--- src/rtl/tx_arb4_pkg.sv ---
// Shared types and constants for the four-client transmit arbiter.
package tx_arb4_pkg;

   localparam int N_CLIENTS = 4;
   localparam int GAP_W     = 8;

   typedef enum logic [1:0] {
      ST_IDLE = 2'd0,
      ST_SEND = 2'd1,
      ST_GAP  = 2'd2
   } state_t;

   function automatic logic [N_CLIENTS-1:0] onehot4(input logic [1:0] idx);
      onehot4 = N_CLIENTS'(1) << idx;
   endfunction

endpackage

--- src/rtl/tx_arb4_pri_en4.sv ---
// Four-input priority encoder; the highest set index wins.
module pri_en4 (
   input  logic [3:0] i_req,
   output logic [1:0] o_idx,
   output logic       o_hit
);

   always_comb begin
      o_idx = 2'd0;
      if (i_req[3])      o_idx = 2'd3;
      else if (i_req[2]) o_idx = 2'd2;
      else if (i_req[1]) o_idx = 2'd1;
      else               o_idx = 2'd0;
   end

   assign o_hit = |i_req;

endmodule

--- src/rtl/tx_arb4.sv ---
// Fixed-priority packet arbiter: four client byte streams onto one
// transmit stream, grant held per packet, programmable inter-packet gap.
module tx_arb4
   import tx_arb4_pkg::*;
#(
   parameter int DW  = 8,
   parameter int IPG = 12
) (
   input  logic                    clk,
   input  logic                    rst,
   input  logic [N_CLIENTS-1:0]    req,
   input  logic [N_CLIENTS*DW-1:0] din,
   input  logic [N_CLIENTS-1:0]    eop,
   output logic [N_CLIENTS-1:0]    gnt,
   output logic [1:0]              owner,
   output logic                    busy,
   output logic [DW-1:0]           dout,
   output logic                    dout_valid,
   output logic                    dout_last,
   output logic                    dout_abort
);

   localparam logic [GAP_W-1:0] LP_IPG = GAP_W'(IPG);
   localparam state_t LP_END = (IPG == 0) ? ST_IDLE : ST_GAP;
   localparam logic LP_END_BUSY = (IPG != 0);

   state_t               r_state;
   logic [GAP_W-1:0]     r_gap;
   logic [N_CLIENTS-1:0] r_gnt;
   logic [1:0]           r_owner;
   logic                 r_busy;
   logic [DW-1:0]        r_dout;
   logic                 r_valid;
   logic                 r_last;
   logic                 r_abort;

   logic [1:0]    w_idx;
   logic          w_hit;
   logic [DW-1:0] w_din;
   logic          w_eop;
   logic          w_req;

   pri_en4 u_pri (
      .i_req (req),
      .o_idx (w_idx),
      .o_hit (w_hit)
   );

   assign w_din = din[r_owner*DW +: DW];
   assign w_eop = eop[r_owner];
   assign w_req = req[r_owner];

   always_ff @(posedge clk or posedge rst) begin
      if (rst) begin
         r_state <= ST_IDLE;
         r_gap   <= '0;
         r_gnt   <= '0;
         r_owner <= '0;
         r_busy  <= 1'b0;
         r_dout  <= '0;
         r_valid <= 1'b0;
         r_last  <= 1'b0;
         r_abort <= 1'b0;
      end else begin
         r_valid <= 1'b0;
         r_last  <= 1'b0;
         r_abort <= 1'b0;
         case (r_state)
            ST_IDLE: begin
               if (w_hit) begin
                  r_owner <= w_idx;
                  r_gnt   <= onehot4(w_idx);
                  r_busy  <= 1'b1;
                  r_state <= ST_SEND;
               end
            end
            ST_SEND: begin
               r_dout <= w_din;
               // eop wins over a dropped req on the same beat
               if (w_eop || !w_req) begin
                  r_valid <= w_eop;
                  r_last  <= w_eop;
                  r_abort <= !w_eop;
                  r_gnt   <= '0;
                  r_gap   <= LP_IPG;
                  r_busy  <= LP_END_BUSY;
                  r_state <= LP_END;
               end else begin
                  r_valid <= 1'b1;
               end
            end
            ST_GAP: begin
               r_gap <= r_gap - 1'b1;
               if (r_gap <= GAP_W'(1)) begin
                  r_busy  <= 1'b0;
                  r_state <= ST_IDLE;
               end
            end
            default: begin
               r_busy  <= 1'b0;
               r_state <= ST_IDLE;
            end
         endcase
      end
   end

   assign gnt        = r_gnt;
   assign owner      = r_owner;
   assign busy       = r_busy;
   assign dout       = r_dout;
   assign dout_valid = r_valid;
   assign dout_last  = r_last;
   assign dout_abort = r_abort;

endmodule

--- config.mk ---
export PLATFORM = sky130hd
export DESIGN_NAME = tx_arb4
export DESIGN_NICKNAME = d
export VERILOG_FILES = /design/src/rtl/tx_arb4_pkg.sv /design/src/rtl/tx_arb4_pri_en4.sv /design/src/rtl/tx_arb4.sv
export SDC_FILE = /design/constraint.sdc
export NUM_CORES = 1
export LEC_CHECK = 0
export ABC_AREA = 1
export CORE_ASPECT_RATIO = 0.5
export CORE_MARGIN = 2
export CORE_UTILIZATION = 44
export CTS_CLUSTER_DIAMETER = 120
export DETAILED_ROUTE_END_ITERATION = 16
export GPL_ROUTABILITY_DRIVEN = 0
export PLACE_DENSITY = 0.75
export SLEW_MARGIN = 20
export SYNTH_ARGS = -nofsm -noshare
export SYNTH_HDL_FRONTEND = slang
export SYNTH_HIERARCHICAL = 1
export SYNTH_SLANG_ARGS = --single-unit
--- constraint.sdc ---
create_clock -name clk -period 1.6 [get_ports clk]
set_clock_uncertainty 0.1 [all_clocks]
set_input_delay 0.24 -clock clk [delete_from_list [all_inputs] [get_ports clk]]
set_output_delay 0.24 -clock clk [all_outputs]
set_load 0.02 [all_outputs]
* Yosys cells after proc, flatten, opt, wreduce, memory -nomap -nowiden
Cells that the tools add are included.
** Word-level totals
- Bits in registers :: 28
- Latch bits :: 0
- Memory bits (writable) :: 0
- Bits in read-only memories :: 0
- Bits of input ports :: 42
- Output and inout port bits :: 18
- Logic and storage cells :: 56
- Memories :: 0
** Cells by class
- $add $sub $neg :: 1
- Multiply operators :: 0
- Divide/modulo/power cells :: 0
- $lt $le $gt $ge :: 2
- Equal/unequal tests :: 5
- Shift-type cells :: 2
- Mux-type cells :: 26
- Bitwise gates (word level) :: 0
- Reduce and logical (&&, ||, !) cells :: 11
** Operators with widths (count)
- variable part select 32 x 6 -> 8 bit :: 1
- case mux 8 bit (2 select lines) :: 1
- two-way mux 1 bit :: 12
- two-way mux 2 bit :: 5
- less-or-equal comparator 8 x 1 -> 1 bit, second input constant :: 1
- two-way mux 4 bit :: 2
- two-way mux 8 bit :: 1
- case mux 4 bit (2 select lines) :: 1
- subtractor 8 x 1 -> 8 bit, second input constant :: 1
- case mux 2 bit (3 select lines) :: 1
- AND reduction 3 bit :: 2
- binary-select mux 1 bit (select 2 bit) :: 2
- != test 2 bit, second input constant :: 2
- AND reduction 2 bit :: 2
- nonzero test 2 bit :: 2
- OR reduction 4 bit :: 1
- left shift 1 x 2 -> 4 bit, first input constant :: 1
- less-than comparator 2 x 3 -> 1 bit, second input constant :: 1
- case mux 1 bit (3 select lines) :: 1
- == test 2 x 1 -> 1 bit, second input constant :: 1
- == test 2 bit, second input constant :: 1
- zero test 1 bit :: 2
- zero test 2 bit :: 1
- != test 2 x 1 -> 1 bit, second input constant :: 1
- logical OR 1 bit :: 1

* Logic depth before layout (Yosys ltp)
- Depth in word-level cells :: 6
- Mapped depth :: 11
- Gate-level depth less buffers :: 11

* By module
The synthesis kept the hierarchy.
** Modules (own cells, without submodules)
- tx_arb4 :: instances 1, cells each 223, area each 1606.5 um^2, seq. area each 700.7 um^2
- pri_en4 :: instances 1, cells each 8, area each 32.5 um^2, seq. area each 0.0 um^2

* Worst setup path before layout
No wires, ideal clock.
- Path kind :: reg-to-reg
- Start point :: reg r_owner[0] (netlist: owner[0])
- End point :: reg r_gnt[0] (netlist: gnt[0])
- Library setup time :: 118 ps
- Data arrival time :: 1295 ps
- Data required time :: 1382 ps
- Slack :: 87 ps
- Stages on the path, launching flop included :: 10
- Buffers on the path :: 2
- Period minus slack after synthesis :: 1513 ps
- Cells stage by stage :: dfrtp_1 buf_4 nand2_1 nand3_1 nand2_2 nand2_2 nand2_4 buf_6 nand3_1 nand2_1
** Between the ends
- Word-level cells in the longest chain between the ends :: 6
- Elaborated cells between the ends (all ways) :: 8
- Those cells by class :: eq/ne (1); mux (4); reduce/logical (3)
** Ends and longest elaborated chain
- start, declared :: RTL line tx_arb4.sv:30 : logic [1:0] r_owner;
- start signal, assigned :: RTL line tx_arb4.sv:71 : r_owner <= w_idx;
- binary-select mux 1 bit (select 2 bit) :: RTL line tx_arb4.sv:51 : assign w_req = req[r_owner];
- two-way mux 1 bit (implied by the code) :: RTL line tx_arb4.sv:51
- zero test 1 bit :: RTL line tx_arb4.sv:80 : if (w_eop || !w_req) begin
- logical OR 1 bit (*) :: RTL line tx_arb4.sv:80
- != test 2 bit (no source line) (*)
- AND reduction 3 bit (no source line) (*)
- end signal, assigned :: RTL line tx_arb4.sv:72 : r_gnt <= onehot4(w_idx);
- end, declared :: RTL line tx_arb4.sv:29 : logic [N_CLIENTS-1:0] r_gnt;
Every way passes the cells marked *; elsewhere a longest branch is shown, timed or not. The select of a mux whose other input is x is not followed.
A chain may end at the register's enable or synchronous reset.

* Final worst setup path
- Start point :: reg r_last (netlist: dout_last)
- End point :: out dout_last
** RTL lines
- start, declared :: RTL line tx_arb4.sv:34 : logic r_last;
- start signal, assigned :: RTL line tx_arb4.sv:82 : r_last <= w_eop;
- end, declared :: RTL line tx_arb4.sv:19 : output logic dout_last,
No word-level cell between the ends.

==> out/metrics.cfg <==
[die]
io_pins = 60
start_util = 0.470
rows = 15
die-area_sq_um = 4260
die_x_microns = 90.3
core_area_sq_um = 3490
die_height_microns = 47.2

[setup_path]
crit_buf_inv = 1
arrival_ns = 1.21
crit_path_top_delay_cell = clkdlybuf4s50_1
max_stage_delay_ns = 0.61
critPathKind = register to primary output
critPathRequiredTime_ns = 1.26
cpLargestDelayFamily = buffers and inverters
crit-reg2reg-launch = r_gap[0]
crit_chain = clkdlybuf4s50_1
end_kind = primary output
rrSetupSlack_ns = 0.09
critPathLaunch = dout_last
startpoint_type = register
cp_max_fo = 1

[sta]
worst_pin_slew_ns = 0.362
setup_viol_count_final = 0
fin_ws_ns = 0.0480
fmax_mhz = 644
fin_crit_ns = 1.55
hold_viol = 0
slew_headroom = 0.759
fin_crit_sh = 0.970
slew_violations = 0
grt_setup_unrepaired = no

[global_routing]
grt_pass1_wl_mm = 6.56
track_usage = 0.196
grt_remaining_overflow = 0
antenna_found_initial = 0
grt_pass1_vias = 1531
grt_max_degree = 29

[clock_tree]
h-tree-depth = 1
cts_root_buf = clkbuf_8
insertion_delay_ns = 0.27
clk_path_buf_depth = 2
clk_pin_slew_worst_paths_ns = 0.09
cts_buffers = 3
cts_tree = yes
cts_sinks = 28

[synthesis]
synth_top_flop_cell = dfrtp_1
yosysWarnings = 6
syn_area_per_cell_sq_um = 7.10
synth_common_cells = nor2_1 (50), nand2_1 (44), dfrtp_1 (28)
synth_edf_count = 0
synth_area_leaders = dfrtp_1 (43%), nor2_1 (11%), nand2_1 (10%)
mappedNetlistArea_sq_um = 1640
synth.most_common_cell = nor2_1
synth.distinct_cells = 24
yosysSeqAreaShare = 0.427
syn_inst = 231
synth-seq-cells = 28
synthArstFlopShare = 1.00
yosysTopAreaCell = dfrtp_1
syn-num-nets = 275
yosysTopAreaCellShare = 0.427

[route]
viasPerCell = 4.88
drtPass1Iterations = 4
vias = 1734
drt-total-wl_mm = 4.11
drc_errors = 0
drtIter0Drc = 75
postRouteAntennaNets = 0
wl_per_cell_microns = 11.6

[cells_and_area]
drive_above_1_share = 0.141
post_layout_nonfiller_instances = 355
fin_util = 0.707
layout.nets = 349
syn_to_final_growth_pct = 50.6
final_cell_area_sq_um = 2470
antennaDiodeCount = 0

[run]
maxCapViolations = 0

[placement]
io_buffers = 59
place_hpwl_mm = 3.28
place_inst = 351
dp_slack_ns = -0.115
place_area_sq_um = 2390

[hold_path]
hold_class = input pin to async pin

[power_and_ir_drop]
power_density_nw_per_um2 = 530
vdd_drop_max_v = 0.000323
leakage_nw = 1.22
power_mw = 1.31

[run_status]
outcome = completed

## registers in the layout, indices dropped and copies added, names as in the netlist
| register | count |
|---|---|
| dout | 8 |
| r_gap | 8 |
| r_state | 2 |
| owner | 2 |
| gnt | 4 |
| dout_last | 1 |
| busy | 1 |
| dout_valid | 1 |
| dout_abort | 1 |
## what timing repair did
item | 4_1_cts | 5_1_grt
buffers inserted | 0 | 0
hold buffers | 0 | 0
pin swaps | 0 | 0
gates resized for setup | 6 | 15
setup endpoints to repair | 6 | 16
gates cloned | 0 | 0
## final cells by class
cell class	instances	area (sq um)
clock buffers	4	55.1
repair buffers	77	756
inverters	26	97.6
fillers	299	1020
flip-flops and latches	28	702
multi-input cells	169	795
well taps	51	63.8
## cells by family after synthesis
kind of cell	after synthesis	synth area share
and+or+nand+nor	136	0.360
buffers and inverters	34	0.0924
AOI/OAI and AO/OA	30	0.100
DFF	28	0.427
adders and majority gates	2	0.0153
xor gates and xnor gates	1	0.00534
## path summary, 6_finish.rpt
check                       endpoint  cells after the start
max in group asynchronous   owner[0]                      3
setup / recovery           dout_last                      1
setup reg to reg            r_gap[4]                      8
hold reg to reg                 busy                      2
min in group clk                busy                      2
hold / removal                  busy                      3
## power by group
| part | switching (mW) | internal [mW] | total [mW] |
|---|---|---|---|
| Sequential | 0 | 0.707 | 0.707 |
| Combinational | 0.0566 | 0.109 | 0.166 |
| Clock | 0.216 | 0.220 | 0.436 |
## layer usage
metal	vias up	part of all wire	routed length [microns]	track usage
met2	37	0.51	2100	0.403
met1	814	0.44	1790	0.218
met5	-	0	0	0
met3	0	0.053	216	0.0514
met4	0	0	0	0.0369
li1	883	-	-	-
## worst reg2reg max path: stages (launching register included)
cell	delay, ns
dfrtp_1	0.38
inv_1	0.07
ha_1	0.22
inv_2	0.08
nor3_2	0.04
buf_4	0.14
or2_2	0.26
nand3_1	0.07
nand2_1	0.05
## cell usage in the layout (no fill, tap or decap), drive strengths merged
cell type and n:
dfrtp 28, clkdlybuf4s50 43, or2 2, ha 2, nand4 2, clkbuf 4, dlygate4sd2 6, nand3 23
a31oi 9, o21ai 20, inv 26, buf 18, o21bai 1, dlymetal6s2s 10, nor2 53, nand2 48
nor3 7, xor2 1, nor3b 1
## through the flow
step	hold WS (ns)	TNS, ns
6_report	0.250	0
5_1_grt	0.279	0
4_1_cts	0.255	0
3_5_place_dp	0.377	-1.02
3_3_place_gp	0.366	-0.276
2_1_floorplan	0.205	0
Note: power is estimated with default switching activity, not from simulation.
